<file path="src/rtl/snd_vrc6_pkg.sv">
// Shared types, constants and helpers for the VRC6 sound register write scheduler.
package snd_vrc6_pkg;

  typedef enum logic [2:0] {IDLE, MUTE, FETCH, WRITE, ENABLE} state_t;

  localparam int NUM_REGS = 9;
  localparam int REG_EN_BIT = 7;
  localparam logic [2:0] CHAN_BASE_NIB [3] = '{3'd1, 3'd2, 3'd3};
  localparam logic [7:0] EN_CLR_MASK = ~(8'd1 << REG_EN_BIT);

  function automatic logic [3:0] reg_index(input logic [1:0] chan, input logic [1:0] sel);
    return 4'(chan) * 4'd3 + 4'(sel);
  endfunction

  // reg2 of each channel carries the channel enable bit
  function automatic logic is_en_idx(input logic [3:0] idx);
    return (idx == 4'd2) || (idx == 4'd5) || (idx == 4'd8);
  endfunction

  function automatic logic [1:0] en_chan(input logic [3:0] idx);
    return (idx < 4'd3) ? 2'd0 : (idx < 4'd6) ? 2'd1 : 2'd2;
  endfunction

endpackage

</file>
<file path="src/rtl/snd_vrc6_cpu_dec.sv">
// Decodes a CPU bus cycle into a VRC6 sound register write hit and register index.
module snd_vrc6_cpu_dec
  import snd_vrc6_pkg::*;
(
  input  logic [3:0] addr_hi,
  input  logic       rw,
  input  logic [1:0] reg_sel,
  output logic       hit,
  output logic [3:0] idx
);

  logic       nib_hit;
  logic [1:0] chan;

  always_comb begin
    nib_hit = 1'b0;
    chan    = 2'd0;
    for (int c = 0; c < 3; c++) begin
      if (addr_hi[2:0] == CHAN_BASE_NIB[c]) begin
        nib_hit = 1'b1;
        chan    = 2'(c);
      end
    end
    hit = addr_hi[3] & ~rw & nib_hit & (reg_sel != 2'd3);
    idx = hit ? reg_index(chan, reg_sel) : 4'd0;
  end

endmodule

</file>
<file path="src/rtl/snd_vrc6_restore_sched.sv">
// VRC6 sound register write scheduler: merges CPU writes with a mute/load/enable savestate restore.
// Optional SNDVRC6_READBACK_EN: full 9-entry shadow with rd_idx/rd_data readback port.
module snd_vrc6_restore_sched
  import snd_vrc6_pkg::*;
#(
  parameter int SRC_TIMEOUT = 255
) (
  input  logic        m2,
  input  logic        map_rst_n,
  input  logic [15:0] cpu_addr,
  input  logic        cpu_rw,
  input  logic [7:0]  cpu_data,
  input  logic [1:0]  chr_reg_addr,
  input  logic        start,
  output logic        src_req,
  output logic [3:0]  src_idx,
  input  logic        src_ack,
  input  logic [7:0]  src_data,
  output logic        reg_we,
  output logic [3:0]  reg_idx,
  output logic [7:0]  reg_data,
  output logic        busy,
  output logic        done,
  output logic        timeout
`ifdef SNDVRC6_READBACK_EN
  ,
  input  logic [3:0]  rd_idx,
  output logic [7:0]  rd_data
`endif
);

  state_t      state, state_nx;
  logic [3:0]  step, step_nx;
  logic [7:0]  wr_data_q;
  logic [7:0]  en_latch [3];
  logic [15:0] tmo_cnt;
  logic        done_q, timeout_q;
  logic        cpu_hit, slot_free, tmo_expired;
  logic [3:0]  cpu_idx;
  logic        fsm_we, ack_take, en_store, done_set, tmo_set;
  logic [3:0]  fsm_idx;
  logic [7:0]  fsm_data, mute_src;
  logic        unused_addr;

  assign unused_addr = ^cpu_addr[11:0];

  snd_vrc6_cpu_dec u_dec (
    .addr_hi (cpu_addr[15:12]),
    .rw      (cpu_rw),
    .reg_sel (chr_reg_addr),
    .hit     (cpu_hit),
    .idx     (cpu_idx)
  );

  assign slot_free   = ~cpu_hit;
  assign tmo_expired = (SRC_TIMEOUT != 0) && (tmo_cnt == 16'(SRC_TIMEOUT - 1));

  // The CPU owns the write port whenever it writes; a stalled FSM write simply retries
  assign reg_we   = cpu_hit | fsm_we;
  assign reg_idx  = cpu_hit ? cpu_idx  : fsm_idx;
  assign reg_data = cpu_hit ? cpu_data : fsm_data;
  assign busy     = (state != IDLE);
  assign done     = done_q;
  assign timeout  = timeout_q;

`ifdef SNDVRC6_READBACK_EN
  logic [7:0] shadow [NUM_REGS];

  always_ff @(negedge m2 or negedge map_rst_n) begin
    if (!map_rst_n) begin
      for (int i = 0; i < NUM_REGS; i++) shadow[i] <= 8'd0;
    end else if (reg_we) begin
      shadow[reg_idx] <= reg_data;
    end
  end

  assign mute_src = shadow[reg_index(step[1:0], 2'd2)];
  assign rd_data  = (rd_idx < 4'(NUM_REGS)) ? shadow[rd_idx] : 8'd0;
`else
  logic [7:0] shadow_en [3];

  always_ff @(negedge m2 or negedge map_rst_n) begin
    if (!map_rst_n) begin
      for (int i = 0; i < 3; i++) shadow_en[i] <= 8'd0;
    end else if (reg_we && is_en_idx(reg_idx)) begin
      shadow_en[en_chan(reg_idx)] <= reg_data;
    end
  end

  assign mute_src = shadow_en[step[1:0]];
`endif

  always_comb begin
    state_nx = state;
    step_nx  = step;
    fsm_we   = 1'b0;
    fsm_idx  = 4'd0;
    fsm_data = 8'd0;
    src_req  = 1'b0;
    src_idx  = 4'd0;
    ack_take = 1'b0;
    en_store = 1'b0;
    done_set = 1'b0;
    tmo_set  = 1'b0;
    case (state)
      IDLE: begin
        if (start) begin
          state_nx = MUTE;
          step_nx  = 4'd0;
        end
      end
      MUTE: begin
        fsm_we   = 1'b1;
        fsm_idx  = reg_index(step[1:0], 2'd2);
        fsm_data = mute_src & EN_CLR_MASK;
        if (slot_free) begin
          if (step == 4'd2) begin
            state_nx = FETCH;
            step_nx  = 4'd0;
          end else begin
            step_nx = step + 4'd1;
          end
        end
      end
      FETCH: begin
        src_req = 1'b1;
        src_idx = step;
        if (src_ack) begin
          ack_take = 1'b1;
          state_nx = WRITE;
        end else if (tmo_expired) begin
          tmo_set  = 1'b1;
          state_nx = IDLE;
          step_nx  = 4'd0;
        end
      end
      WRITE: begin
        // Enable bits stay cleared until every register is loaded
        fsm_we   = 1'b1;
        fsm_idx  = step;
        fsm_data = is_en_idx(step) ? (wr_data_q & EN_CLR_MASK) : wr_data_q;
        if (slot_free) begin
          en_store = is_en_idx(step);
          if (step == 4'(NUM_REGS - 1)) begin
            state_nx = ENABLE;
            step_nx  = 4'd0;
          end else begin
            state_nx = FETCH;
            step_nx  = step + 4'd1;
          end
        end
      end
      ENABLE: begin
        fsm_we   = 1'b1;
        fsm_idx  = reg_index(step[1:0], 2'd2);
        fsm_data = en_latch[step[1:0]];
        if (slot_free) begin
          if (step == 4'd2) begin
            state_nx = IDLE;
            step_nx  = 4'd0;
            done_set = 1'b1;
          end else begin
            step_nx = step + 4'd1;
          end
        end
      end
      default: begin
        state_nx = IDLE;
        step_nx  = 4'd0;
      end
    endcase
  end

  always_ff @(negedge m2 or negedge map_rst_n) begin
    if (!map_rst_n) begin
      state     <= IDLE;
      step      <= 4'd0;
      wr_data_q <= 8'd0;
      tmo_cnt   <= 16'd0;
      done_q    <= 1'b0;
      timeout_q <= 1'b0;
      for (int i = 0; i < 3; i++) en_latch[i] <= 8'd0;
    end else begin
      state     <= state_nx;
      step      <= step_nx;
      done_q    <= done_set;
      timeout_q <= tmo_set;
      if (ack_take) wr_data_q <= src_data;
      if (en_store) en_latch[en_chan(step)] <= wr_data_q;
      tmo_cnt <= (state == FETCH && state_nx == FETCH) ? 16'(tmo_cnt + 16'd1) : 16'd0;
    end
  end

endmodule

</file>
<file path="config.mk">
export PLATFORM = sky130hd
export DESIGN_NAME = snd_vrc6_restore_sched
export DESIGN_NICKNAME = d
export VERILOG_FILES = /design/src/rtl/snd_vrc6_pkg.sv /design/src/rtl/snd_vrc6_cpu_dec.sv /design/src/rtl/snd_vrc6_restore_sched.sv
export SDC_FILE = /design/constraint.sdc
export NUM_CORES = 1
export LEC_CHECK = 0
export ABC_AREA = 1
export ABC_CLOCK_PERIOD_IN_PS = 4300
export CAP_MARGIN = 20
export CELL_PAD_IN_SITES_DETAIL_PLACEMENT = 1
export CELL_PAD_IN_SITES_GLOBAL_PLACEMENT = 2
export CORE_MARGIN = 5
export CORE_UTILIZATION = 34
export DETAILED_ROUTE_END_ITERATION = 12
export PLACE_DENSITY = 0.86
export SYNTH_ARGS = -nofsm -noshare
export SYNTH_HDL_FRONTEND = slang
export SYNTH_SLANG_ARGS = --single-unit
</file>
<file path="constraint.sdc">
create_clock -name m2 -period 4.3 [get_ports m2]
set_input_delay 0.645 -clock m2 [delete_from_list [all_inputs] [get_ports m2]]
set_output_delay 0.645 -clock m2 [all_outputs]
set_load 0.03 [all_outputs]
</file>
==> summary.md, run 1 <==
| Metric | Value |
|---|---|
| Req. time, crit path | 3.65 ns |
| First-pass GRT wire length | 27,320 µm |
| Peak VDD IR | 0.2512 mV |
| EDFF count, synth | 0 |
| Async SR Flop Fraction | 100.0% |
| Post-route ant nets | 0 |
| Total power | 4.353 mW |
| Max Cap Viol | 0 |
| Area grow syn2layout | 56.69% |
| Synth cell types | 38 |
| Final WL | 18,000 µm |
| Clk slew on worst S/H paths | 0.05 ns |
| Post-Syn Instances | 624 |
| Placer congestion estimate | 0.8527 |
| Cell Rows | 42 |
| Final #Nets | 831 |
| Initial DRT Pass Iterations | 4 |
| CTS hold repair buffers | 0 |
| Commonest non-fill, non-tap cell in the layout | nand2_1 |
| Vias in the first global route | 5,322 |
| Outcome | finished, violations left |
| Arrival time at the worst endpoint | 4.10 ns |
| CTS tree | done |
| RSZ-0062 raised after global routing | true |
| DR vias | 4,910 |
| Fin. Hold Viols | 0 |
| CTS sink cnt | 78 |
| Avg Cell Area, Syn | 7.339 µm² |
| Die width | 126.1 µm |
| LEAKAGE | 3.554 nW |
| Die Y | 126.1 µm |
| Post-synth top flop | dfrtn_1 |
| CTS Buffer Depth | 2 |
| Max-slew violations | 0 |
| Initial antenna violation count | 0 |
| CP endpoint kind | output port |
| Synth warnings | 0 |
| Sequential area share after synthesis | 42.62% |
| Root buf cell | clkbuf_16 |
| FF+latch count, synth | 78 |
| Hpwl dp | 10,760 µm |
| Critical path class | flop to output port |
| GRT Overall Usage | 21.23% |
| Clock latency on the worst-skew pair | 0.35 ns |
| Setup Viol. Count Final | 21 |
| Critical Path Source Type | flop |
| Drt drc | 0 |
| Largest net degree at the start of global routing | 35 |
| Clock Skew | 0.007502 ns |
| Final WS setup | -0.4430 ns |
| DR WL/cell | 18.71 µm |
| Commonest cells after routing, fill and taps aside | 229 x nand2_1, 82 x buf_4, 78 x dfrtn_1 |
| Share of cells above drive strength 1 | 35.75% |
| Crit-path max FO | 7 |
| Core region area | 13,240 µm² |
| Inst Count DP | 904 |
| Slew headroom | 61.69% |
| Inserted Diodes | 0 |
| Worst slew pin tran | 0.5725 ns |
| Congestion Overflow GR | 0 |
| IO Port Bufs | 47 |
| Fin util | 54.19% |
| Hold Crit Class | flop to flop |
| CTS HTree Levels | 3 |
| Via/cell ratio | 5.104 |
| Fin area | 7176 µm² |
| Initial Util | 34.58% |
| Failing checks | setup timing |
| Cell Pwr Density | 606.6 nW/µm² |
| Mapped cell area | 4579 µm² |
| Syn nets | 674 |
| Die area | 15,890 µm² |
| Num CTS Buffers | 9 |
| Non-filler cells, final | 962 |
| Placed standard-cell area | 5821 µm² |
| Sum Neg Setup Slack | -6.019 ns |
| Ports | 60 |
| 1st-iter DRT viols | 211 |
Yosys cell counts (5+ instances only):
cell type / number / area, µm²
dfrtn_1: 78 / 1952
nor2_1: 46 / 172.7
nand4_1: 8 / 50.05
nor3_1: 9 / 45.04
xnor2_1: 5 / 43.79
nand2_1: 267 / 1002
xor2_1: 7 / 61.31
buf_2: 8 / 40.04
nand3_1: 52 / 260.3
ha_1: 11 / 137.6
o21ai_0: 32 / 160.2
inv_1: 40 / 150.1
nand2_2: 8 / 50.05
mux2_2: 8 / 90.09
cell type report:
type,count,area [µm²]
clock buffers,11,242.7
repair inverters,1,6.256
well taps,176,220.2
inverters,45,203.9
clock inverters,5,106.4
repair buffers,162,1559
multi-input cells,484,2885
fillers,1572,6067
flip-flops and latches,78,1952
registers in the layout (all words and copies together) (netlist names):
signal and cells:
done 1, en_latch 24, shadow_en 21, state 3
step 4, timeout 1, tmo_cnt 16, wr_data_q 8
kinds of logic after synthesis:
family,after synthesis,share of synthesized area [%]
and+or+nand+nor,408,38.58
xor gates and xnor gates,12,2.295
buffers and inverters,62,5.956
DFF,78,42.62
AOI/OAI and AO/OA,45,5.574
adders and majority gates,11,3.005
muxes,8,1.967
routing by layer:
| metal | track usage, % | share of wire [%] | up-vias |
|---|---|---|---|
| met5 | 0 | 0 | - |
| li1 | - | - | 2298 |
| met1 | 24.54 | 41 | 2469 |
| met2 | 38.69 | 53 | 99 |
| met3 | 4.403 | 3.1 | 44 |
| met4 | 7.571 | 3.0 | 0 |
metrics by stage:
stage / worst slack, ns / hold WS [ns]
2_1_floorplan: -0.09955 / 0.3920
3_3_place_gp: -0.7001 / 0.4109
3_5_place_dp: -0.7852 / 0.4227
4_1_cts: -0.4069 / 0.4326
5_1_grt: -0.5170 / 0.4463
6_report: -0.4430 / 0.4144
worst max-delay path: stages (launching register included):
cell and delay (ns):
dfrtn_1 0.47, buf_4 0.16, buf_4 0.15, nand2_1 0.07, nand2_1 0.11, nand2_1 0.09
nand2_1 0.09, nand2_1 0.07, nand3_2 0.09, nand2_2 0.07, nand2_2 0.08, buf_6 0.13
report_power, final:
part           internal, mW  switching, mW  leakage (nW)
Sequential            0.941          0.191          1.03
Combinational          1.03           1.28          2.35
Clock                 0.585          0.321         0.166
Total                  2.56           1.80          3.55
final timing paths:
| path | startpoint | end | slack (ns) | depth (start not counted) |
|---|---|---|---|---|
| setup / recovery | step[0]$_DFFE_NN0P_ | reg_data[1] | -0.44 | 11 |
| hold / removal | shadow_en[13]$_DFFE_NN0P_ | shadow_en[13]$_DFFE_NN0P_ | 0.41 | 2 |
| setup reg to reg | state[1]$_DFF_NN0_ | step[3]$_DFFE_NN0P_ | 2.10 | 12 |
| hold reg to reg | shadow_en[13]$_DFFE_NN0P_ | shadow_en[13]$_DFFE_NN0P_ | 0.41 | 2 |
| max in group asynchronous | map_rst_n | shadow_en[22]$_DFFE_NN0P_ | 1.34 | 2 |
| min in group asynchronous | map_rst_n | shadow_en[2]$_DFFE_NN0P_ | 2.32 | 1 |
what timing repair did:
| action | CTS | global route |
|---|---|---|
| gates cloned | 3 | 0 |
| buffers inserted | 29 | 17 |
| endpoints found under the setup margin | 40 | 56 |
| pin swaps | 45 | 50 |
| resized for setup | 156 | 69 |
(Power assumes the default switching activity.)
==> run 2: changes to the inputs <==
--- a/config.mk
+++ b/config.mk
@@ -7,7 +7,7 @@
 export LEC_CHECK = 0
 export ABC_AREA = 1
 export ABC_CLOCK_PERIOD_IN_PS = 4300
-export CAP_MARGIN = 20
+export CAP_MARGIN = 15
 export CELL_PAD_IN_SITES_DETAIL_PLACEMENT = 1
 export CELL_PAD_IN_SITES_GLOBAL_PLACEMENT = 2
 export CORE_MARGIN = 5
==> results of run 2 <==
Final layout, timing and power as in run 1 (identical DEF).
==> run 3: changes to the inputs <==
--- a/config.mk
+++ b/config.mk
@@ -11,9 +11,11 @@
 export CELL_PAD_IN_SITES_DETAIL_PLACEMENT = 1
 export CELL_PAD_IN_SITES_GLOBAL_PLACEMENT = 2
 export CORE_MARGIN = 5
-export CORE_UTILIZATION = 34
+export CORE_UTILIZATION = 35
+export CTS_BUF_LIST = sky130_fd_sc_hd__clkbuf_8
+export CTS_CLUSTER_SIZE = 24
 export DETAILED_ROUTE_END_ITERATION = 12
-export PLACE_DENSITY = 0.86
+export PLACE_DENSITY = 0.88
 export SYNTH_ARGS = -nofsm -noshare
 export SYNTH_HDL_FRONTEND = slang
 export SYNTH_SLANG_ARGS = --single-unit
==> summary.md, run 3 (synthesized netlist as in run 1, its figures left out) <==
| Metric | Value |
|---|---|
| First-pass GRT wire length | 29,030 µm (+6.2%) |
| Hpwl dp | 11,510 µm (+6.9%) |
| Area grow syn2layout | 61.67% |
| Met2 Use GR | 41.28% (+2.6 points) |
| Switching Share | 44.03% (+2.8 points) |
| Max Cap Viol | 0 (unchanged) |
| Initial DRT Pass Iterations | 5 (+1) |
| Critical path class | flop to output port |
| Clk slew on worst S/H paths | 0.06 ns (about the same) |
| GRT Overall Usage | 23.49% (+2.3 points) |
| Crit-path max FO | 7 (unchanged) |
| Place WS | -0.7988 ns (-0.01358 ns) |
| Cell Rows | 41 (-2.4%) |
| LEAKAGE | 3.634 nW (+2.3%) |
| Initial Util | 36.00% (+1.4 points) |
| IO Port Bufs | 47 (unchanged) |
| Largest net degree at the start of global routing | 37 (+5.7%) |
| Drt drc | 0 (unchanged) |
| R2r startpoint | step[1]$_DFFE_NN0P_ |
| Die width | 124.4 µm (-1.3%) |
| Sink of the worst hold path | tmo_cnt[0]$_DFF_NN0_ |
| Worst r2r path cells | 13 (+1) |
| DR vias | 5,163 (+5.2%) |
| Hold Crit Class | flop to flop |
| Inserted Diodes | 0 (unchanged) |
| CTS HTree Levels | 3 (unchanged) |
| CTS sink cnt | 78 (unchanged) |
| Largest register FFs | 24 (unchanged) |
| Hold_sp | tmo_cnt[0]$_DFF_NN0_ |
| Hold path depth | 1 (-1) |
| Via/cell ratio | 5.279 (+3.4%) |
| Inst Count DP | 900 (-0.44%) |
| P_sw | 1.949 mW (+8.5%) |
| Met3 usage | 5.617% (+1.2 points) |
| Clk network pwr share | 14.6% (-6.2 points) |
| CTS tree | done |
| Clock latency on the worst-skew pair | 0.36 ns (about the same) |
| RSZ-0062 raised after global routing | true |
| Final WL | 20,880 µm (+16%) |
| Post-route ant nets | 0 (unchanged) |
| Reg2reg setup slack | 1.93 ns (-0.17 ns) |
| Peak VDD IR | 0.3455 mV (+38%) |
| Critical Path Source Type | flop |
| Cell Pwr Density | 597.9 nW/µm² (-1.4%) |
| Non-filler cells, final | 978 (+1.7%) |
| Max-slew violations | 0 (unchanged) |
| Arrival time at the worst endpoint | 4.13 ns (+0.03 ns) |
| DR WL/cell | 21.35 µm (+14%) |
| Placer congestion estimate | 0.9196 (+7.8%) |
| Vias in the first global route | 5,365 (+0.81%) |
| Clock Skew | 0.008024 ns (+0.0005222 ns) |
| Ports | 60 (unchanged) |
| Root buf cell | clkbuf_8 |
| Congestion Overflow GR | 0 (unchanged) |
| Sum Neg Setup Slack | -9.481 ns (-3.462 ns) |
| Initial antenna violation count | 0 (unchanged) |
| Power share of the combinational group | 59.6% (+6.4 points) |
| Grt peak-use layer | met2 |
| Fin. Hold Viols | 0 (unchanged) |
| Grt met1 use | 28.59% (+4.1 points) |
| Slew headroom | 62.99% (+1.3 points) |
| Internal power | 2.477 mW (-3.1%) |
| Commonest cells after routing, fill and taps aside | 189 x nand2_1, 84 x buf_4, 78 x dfrtn_1 |
| FF-to-FF End | shadow_en[21]$_DFFE_NN0P_ |
| Worst slew pin tran | 0.5531 ns (-0.01945 ns) |
| CTS Buffer Depth | 2 (unchanged) |
| Outcome | finished, violations left |
| 1st-iter DRT viols | 371 (+76%) |
| Num CTS Buffers | 9 (unchanged) |
| Most flops, register | en_latch |
| Share of cells above drive strength 1 | 43.05% (+7.3 points) |
| Core region area | 12,720 µm² (-3.9%) |
| Die Y | 124.4 µm (-1.3%) |
| Commonest non-fill, non-tap cell in the layout | nand2_1 |
| Req. time, crit path | 3.65 ns (about the same) |
| CP endpoint kind | output port |
| Failing checks | setup timing |
| Biggest regs | en_latch x24, shadow_en x21, tmo_cnt x16 |
| Final #Nets | 851 (+2.4%) |
| Setup Viol. Count Final | 40 (+90%) |
| Die area | 15,470 µm² (-2.6%) |
| Final WS setup | -0.4773 ns (-0.03422 ns) |
| Sequential share of power | 25.8% (-0.2 points) |
==> run 3: worst max path at each step <==
stage	start	to	cells after the start
2_1_floorplan	cpu_addr[13]	shadow_en[10]$_DFFE_NN0P_	12
3_3_place_gp	cpu_addr[13]	shadow_en[14]$_DFFE_NN0P_	14
3_5_place_dp	cpu_addr[13]	shadow_en[19]$_DFFE_NN0P_	14
4_1_cts	step[0]$_DFFE_NN0P_	reg_data[2]	12
5_1_grt	state[1]$_DFF_NN0_	reg_idx[2]	8
6_report	step[1]$_DFFE_NN0P_	reg_data[3]	10
==> run 3: final cells by class <==
cell class	count	area (µm²)
tap	172	215.2
clock inverter	7	96.34
fill	1547	5319
inverter	45	196.4
sequential	78	1952
clock buffer	9	123.9
multi-input combinational	484	2969
timing repair buffer	183	1851
==> run 3: layer usage <==
metal	routed length, µm	vias to the layer above
li1	-	2342
met1	8477	2611
met5	0	-
met3	959	46
met4	521	0
met2	10920	164
==> run 3: stage by stage <==
stage	hold WS [ns]	instance area (µm²)	util (%)	total power, mW
4_1_cts	0.4228	6924	54.43	4.015
2_1_floorplan	0.3920	4667	-	1.996
6_report	0.4374	7403	58.19	4.426
3_5_place_dp	0.4222	5846	45.95	2.777
3_3_place_gp	0.4121	5846	45.95	2.709
5_1_grt	0.4615	7403	58.19	4.630
==> run 3: worst max-delay path, stage by stage (launching register included) <==
cell and delay (ns):
dfrtn_1 0.52, clkinv_4 0.20, buf_12 0.19, nand2_2 0.06, nand2_1 0.07, nand2_1 0.10
nand3_2 0.08, nand2_2 0.07, nand2_2 0.06, buf_4 0.13, buf_6 0.13
==> run 3: timing repair <==
action,4_1_cts,5_1_grt
setup endpoints to repair,63,68
setup buffers,42,18
gates resized for setup,145,108
hold buffers,0,0
cloned,3,0
pin swaps,54,58
==> run 3: power by group through the flow <==
stage               sequential [mW]  clock [mW]  combinational (mW)
finish                         1.14       0.648                2.64
global route                   1.16       0.687                2.78
CTS                            1.11       0.650                2.26
detailed placement             1.11           0                1.67
global placement               1.10           0                1.61
floorplan                      1.06           0               0.935
